`config.mk`:
```
export PLATFORM = sky130hd
export DESIGN_NAME = relu_writeback_x16
export DESIGN_NICKNAME = d
export VERILOG_FILES = /design/src/rtl/relu_writeback_x16.sv
export SDC_FILE = /design/constraint.sdc
export NUM_CORES = 2
export LEC_CHECK = 0
export ABC_AREA = 1
export CAP_MARGIN = 5
export CORE_ASPECT_RATIO = 1.1
export CORE_MARGIN = 2
export CORE_UTILIZATION = 39
export DETAILED_ROUTE_END_ITERATION = 16
export DONT_BUFFER_PORTS = 1
export GPL_TIMING_DRIVEN = 0
export HOLD_SLACK_MARGIN = 0.1
export MAX_ROUTING_LAYER = met4
export SLEW_MARGIN = 20
export SYNTH_ARGS = -nofsm -noshare
export SYNTH_HDL_FRONTEND = slang
export SYNTH_SLANG_ARGS = --single-unit
```
`constraint.sdc`:
```
create_clock -name clk -period 81 [get_ports clk]
set_clock_uncertainty 0.1 [all_clocks]
set_input_delay 20.25 -clock clk [delete_from_list [all_inputs] [get_ports clk]]
set_output_delay 20.25 -clock clk [all_outputs]
set_load 0.03 [all_outputs]
```
`src/rtl/relu_writeback_x16.sv`:
```
// relu_writeback_x16: per-column result FIFOs, round-robin drain, optional ReLU, single buffer write port
// Ports: clk/rst (async, active-high); start_i pulse latches col_en_i and restarts a layer;
// conv_valid_i/conv_last_i/conv_result_i/addr_i per-column result stream (no backpressure);
// wr_valid_o/wr_ready_i/wr_addr_o/wr_data_o buffer write port; done_o layer complete;
// overflow_o sticky per-column FIFO overflow. Define RELU_EN to clamp negatives to 0.
module relu_writeback_x16 #(
  parameter int N_COL      = 16,
  parameter int DATA_W     = 8,
  parameter int ADDR_W     = 10,
  parameter int FIFO_DEPTH = 4
) (
  input  logic                                  clk,
  input  logic                                  rst,
  input  logic                                  start_i,
  input  logic [N_COL-1:0]                      col_en_i,
  input  logic [N_COL-1:0]                      conv_valid_i,
  input  logic [N_COL-1:0]                      conv_last_i,
  input  logic [N_COL-1:0][DATA_W-1:0]          conv_result_i,
  input  logic [N_COL-1:0][ADDR_W-1:0]          addr_i,
  output logic                                  wr_valid_o,
  input  logic                                  wr_ready_i,
  output logic [$clog2(N_COL)+ADDR_W-1:0]       wr_addr_o,
  output logic [DATA_W-1:0]                     wr_data_o,
  output logic                                  done_o,
  output logic [N_COL-1:0]                      overflow_o
);
  localparam int CW = $clog2(N_COL);
  localparam int PW = $clog2(FIFO_DEPTH);
  localparam int EW = ADDR_W + DATA_W;
  typedef enum logic [1:0] {IDLE, RUN, DRAIN, DONE} state_t;
  state_t state_q, state_d;
  logic [N_COL-1:0] en_q, en_d, last_q, last_d, ovf_q, ovf_d;
  logic [N_COL-1:0][PW:0] wp_q, wp_d, rp_q, rp_d;
  logic [N_COL-1:0][FIFO_DEPTH-1:0][EW-1:0] mem_q, mem_d;
  logic [N_COL-1:0] empty, full, push, pop, acc;
  logic [CW-1:0] ptr_q, ptr_d, gnt;
  logic found, load, all_empty;
  logic [EW-1:0] head;
  logic [DATA_W-1:0] act;
  logic wr_valid_q, wr_valid_d;
  logic [CW+ADDR_W-1:0] wr_addr_q, wr_addr_d;
  logic [DATA_W-1:0] wr_data_q, wr_data_d;
  // Pointers carry one extra wrap bit so full and empty are distinguishable.
  always_comb begin
    gnt = ptr_q;
    found = 1'b0;
    for (int c = 0; c < N_COL; c++) begin
      empty[c] = wp_q[c] == rp_q[c];
      full[c] = (wp_q[c] - rp_q[c]) == (PW+1)'(FIFO_DEPTH);
    end
    for (int i = 1; i <= N_COL; i++)
      if (!found && !empty[CW'((int'(ptr_q) + i) % N_COL)]) begin
        gnt = CW'((int'(ptr_q) + i) % N_COL);
        found = 1'b1;
      end
  end
  // Load only when the output register is free or being consumed this cycle.
  assign load = found & (!wr_valid_q | wr_ready_i);
  assign head = mem_q[gnt][rp_q[gnt][PW-1:0]];
`ifdef RELU_EN
  assign act = head[DATA_W-1] ? '0 : head[DATA_W-1:0];
`else
  assign act = head[DATA_W-1:0];
`endif
  always_comb begin
    mem_d = mem_q;
    for (int c = 0; c < N_COL; c++) begin
      push[c] = conv_valid_i[c] & en_q[c] & (state_q == RUN);
      pop[c] = load & (gnt == CW'(c));
      // A full FIFO still accepts when its head leaves in the same cycle.
      acc[c] = push[c] & (!full[c] | pop[c]);
      wp_d[c] = start_i ? '0 : wp_q[c] + (PW+1)'(acc[c]);
      rp_d[c] = start_i ? '0 : rp_q[c] + (PW+1)'(pop[c]);
      if (acc[c]) mem_d[c][wp_q[c][PW-1:0]] = {addr_i[c], conv_result_i[c]};
    end
    en_d = start_i ? col_en_i : en_q;
    last_d = start_i ? '0 : last_q | (push & conv_last_i);
    ovf_d = start_i ? '0 : ovf_q | (push & full & ~pop);
    wr_valid_d = !start_i & (load | (wr_valid_q & !wr_ready_i));
    wr_addr_d = start_i ? '0 : load ? {gnt, head[EW-1:DATA_W]} : wr_addr_q;
    wr_data_d = start_i ? '0 : load ? act : wr_data_q;
    ptr_d = start_i ? CW'(N_COL-1) : load ? gnt : ptr_q;
    all_empty = wp_d == rp_d;
    // Next-cycle drain status lets done_o rise right after the final handshake.
    state_d = start_i ? RUN
            : (state_q == RUN && (last_q & en_q) == en_q) ? DRAIN
            : (state_q == DRAIN && all_empty && !wr_valid_d) ? DONE
            : state_q;
  end
  always_ff @(posedge clk or posedge rst)
    if (rst) begin
      state_q <= IDLE;
      en_q <= '0;
      last_q <= '0;
      ovf_q <= '0;
      wp_q <= '0;
      rp_q <= '0;
      mem_q <= '0;
      ptr_q <= CW'(N_COL-1);
      wr_valid_q <= 1'b0;
      wr_addr_q <= '0;
      wr_data_q <= '0;
    end else begin
      state_q <= state_d;
      en_q <= en_d;
      last_q <= last_d;
      ovf_q <= ovf_d;
      wp_q <= wp_d;
      rp_q <= rp_d;
      mem_q <= mem_d;
      ptr_q <= ptr_d;
      wr_valid_q <= wr_valid_d;
      wr_addr_q <= wr_addr_d;
      wr_data_q <= wr_data_d;
    end
  assign wr_valid_o = wr_valid_q;
  assign wr_addr_o = wr_addr_q;
  assign wr_data_o = wr_data_q;
  assign done_o = state_q == DONE;
  assign overflow_o = ovf_q;
endmodule

```
==> out/results.tsv <==
stage	metric	value	unit
drt	routed length per instance	29.82	um
drt	DRC errors left	0	
layout	commonest non-fill, non-tap cell in the layout	nand2_1	
worst_hold_path	Worst Hold Launch	mem_q[449]	
critical_path	max incr delay on CP	0.83	ns
global_route	number of global-route vias before repair	63854	
timing	final hold viol count	0	
timing	setup violators final	0	
floorplan	Die ar.	183500	um^2
synthesis	multiplexer share of the synthesized area	0	%
drt	vias per std cell	5.499	
cts	Reg clk slew, reported paths	0.06	ns
synthesis	synth top area cells	dfrtp_1, nand2_1, inv_1, o21ai_1, o21ai_0	
timing	period utilisation layout	31.13	%
global_route	initial antenna violation count	25	
global_route	total track usage	40.49	%
critical_path	CP startpoint kind	primary input	
job	Max Cap Viol	0	
timing	Slew Limit Fails	0	
synthesis	Mapped Cells	9630	
critical_path	reg2reg end	state_q[0]	
placement	PortBufs	0	
synthesis	Post-Syn Area	70230	um^2
drt	Iter 0 DRT Violations	8523	
drt	Detailed Route WL	367.8	mm
floorplan	I/O pin cnt	380	
floorplan	Std-Cell Rows	163	
synthesis	async set or reset register ratio after synthesis	100.0	%
floorplan	Die Span X	408.6	um
floorplan	initial core utilization	39.22	%
worst_hold_path	Worst Hold Depth	2	
critical_path	CP Launch Point	wr_ready_i	
global_route	first-pass GRT wire length	502.8	mm
cts	post-cts repair resize count	0	
timing	f_max	0.03966	GHz
synthesis	synth unique cells	49	
drt	post-route ant nets	0	
placement	dpl hpwl	291.2	mm
floorplan	die height	449.1	um
critical_path	R2R depth	36	
worst_hold_path	Hold Path Class	register to register	
cts	number of buffers created by CTS	152	
layout	share of layout cells above drive strength 1	8.537	%
timing	Setup TNS Final	0	ns
layout	Synth-to-Final Area Change	12.25	%
synthesis	Compound-Gate Fraction of Synth Area	12.04	%
timing	Worst Max-Slew Pin Slew	1.230	ns
cts	CTS sink cnt	1325	
layout	Post-layout nets	10244	
drt	Via Count	67830	
critical_path	Crit-path slowest cell	nor4_1	
cts	CTS tree	yes	
critical_path	CP Capture Type	register	
synthesis	Yosys Warn Count	0	
synthesis	Synth top area share	47.07	%
critical_path	crit path DAT	25.88	ns
synthesis	Post-Synth XOR/XNOR Area	0.4044	%
critical_path	CP Class	primary input to register	
synthesis	syn nets	10073	
critical_path	R2R setup slack	71.24	ns
cts	clk buf depth	3	
synthesis	sequential share of the synthesized area	47.22	%
critical_path	r2r startpoint	ptr_q[1]	
timing	Slew headroom	17.97	%
run_status	status	finished clean	
layout	commonest non-fill, non-tap cells in the layout	nand2_1, dfrtp_1, inv_1, o21ai_1, nor2_1	
global_route	largest net degree at the start of global routing	104	
placement	GP Congestion	1.086	
critical_path	CP Cell Sequence	nor2_1 -> nor2_1 -> inv_1 -> nor3_2 -> nand2_1 -> nand2_1 -> inv_2 -> nor2_4 -> ha_1 -> ha_1 -> inv_1 -> nor2_1 -> a22o_1 -> a221oi_1 -> nand2_1 -> nor4_1 -> nand4_1 -> nor4_1 -> nand4_1 -> nor4_1 -> o21ai_0 -> nand2_1	
synthesis	Top FF cell, synth	dfrtp_1	
critical_path	Crit Path Max Fanout	5	
worst_hold_path	Hold EP	mem_q[449]	
timing	RSZ-0062 raised after global routing	false	
critical_path	Worst path most repeated cell	nand2_1	
cts	CTS Hold Buffers Added	0	
cts	htree depth	4	
synthesis	Adder-Cell Fraction of Synth Area	1.835	%
cts	Root Buffer	clkbuf_16	
cts	Clock Latency Late Sink	0.85	ns
layout	FILL cells	18883	
critical_path	Critical Path RT	81.66	ns
synthesis	average size of a mapped cell	7.293	um^2
global_route	grt ovf	0	
cts	Setup Fix Bufs, Post-CTS	0	
synthesis	Post-synth EDFFs	0	
synthesis	largest family of logic cells by synthesized area	simple AND/OR/NAND/NOR gates	
floorplan	core box area	179100	um^2
synthesis	post-synthesis simple-gate area fraction	28.54	%
synthesis	cell taking the most area after synthesis	dfrtp_1	
drt	Pre-antenna DRT Iters	8	
timing	min Tclk post-route	25.21	ns
synthesis	Yosys reg bits	1325	
==> area by class of cell <==
class	count	area, um^2	area share (%)
Sequential cell	1325	33160	42.06
Multi-Input combinational cell	6562	30080	38.15
Inverter	1251	4708	5.972
Clock buffer	202	4272	5.418
Tap cell	2392	2993	3.796
Buffer	492	2320	2.942
Clock inverter	73	800.8	1.016
Timing Repair Buffer	17	455.4	0.5777
Antenna cell	21	52.55	0.06665
==> metal layers <==
| metal | part of all wire, % | global-route usage (%) | wire length (um) | vias up |
|---|---|---|---|---|
| met1 | 40 | 51.10 | 148100 | 33395 |
| li1 | - | - | - | 30217 |
| met4 | 7.0 | 23.69 | 25810 | 0 |
| met5 | 0 | - | 0 | - |
| met2 | 44 | 59.39 | 160200 | 3444 |
| met3 | 9.1 | 9.291 | 33630 | 774 |
==> sequential cells by signal, indices dropped and copies added (netlist names) <==
register    flops
rp_q           48
overflow_o     16
last_q         16
ptr_q           4
wr_addr_o      14
wr_data_o       8
wp_q           48
state_q         2
mem_q        1152
en_q           16
wr_valid_o      1
==> critical path, delay by kind of cell <==
kind / cells / cell delay (ns)
AND/OR/NAND/NOR: 14 / 3.95
AO/OA/AOI/OAI: 3 / 0.86
adder cells (fa/ha/maj): 2 / 0.39
buffers and inverters: 3 / 0.41
==> Yosys cell counts (14+ instances only) <==
cell type	count
nand2_1	3499
dfrtp_1	1321
inv_1	1232
o21ai_1	696
nor2_1	645
o21ai_0	640
nand3_1	432
clkbuf_1	223
buf_2	212
ha_1	103
nand2_2	86
o21ai_2	74
a21oi_1	59
o21a_1	55
nand3b_1	53
buf_1	26
or2_2	22
nand4_1	21
buf_6	18
nand4_2	18
nor2_4	18
inv_2	17
nand3_2	16
nand2_4	15
nor2_2	14
==> worst max path at each step <==
stage | endpoint | cells after the start
finish | state_q[0] | 22
global route | state_q[0] | 22
CTS | state_q[0] | 22
detailed placement | state_q[0] | 22
global placement | mem_q[993] | 1
floorplan | en_q[0] | 1
==> cell families after synthesis <==
| family | count (synthesis) |
|---|---|
| AO/OA/AOI/OAI | 1569 |
| XOR/XNOR | 26 |
| adder cells (fa/ha/maj) | 103 |
| buffers and inverters | 1743 |
| flip-flops | 1325 |
| AND/OR/NAND/NOR | 4864 |
==> stage by stage <==
| step | worst slack [ns] | area, um^2 | instances | utilization [%] | hold WS (ns) |
|---|---|---|---|---|---|
| floorplan | 23.31 | 70230 | 9630 | - | 0.3444 |
| global placement | 6.696 | 73230 | 12022 | 40.89 | 0.3575 |
| detailed placement | 55.20 | 73720 | 12039 | 41.17 | 0.3652 |
| CTS | 56.08 | 78790 | 12314 | 44.00 | 0.3803 |
| global route | 55.64 | 78840 | 12333 | 44.03 | 0.3942 |
| finish | 55.79 | 78840 | 12335 | 44.03 | 0.3773 |
Power is not shown: default switching activity piles up to over one toggle a cycle in this logic, so the estimate is an artifact.
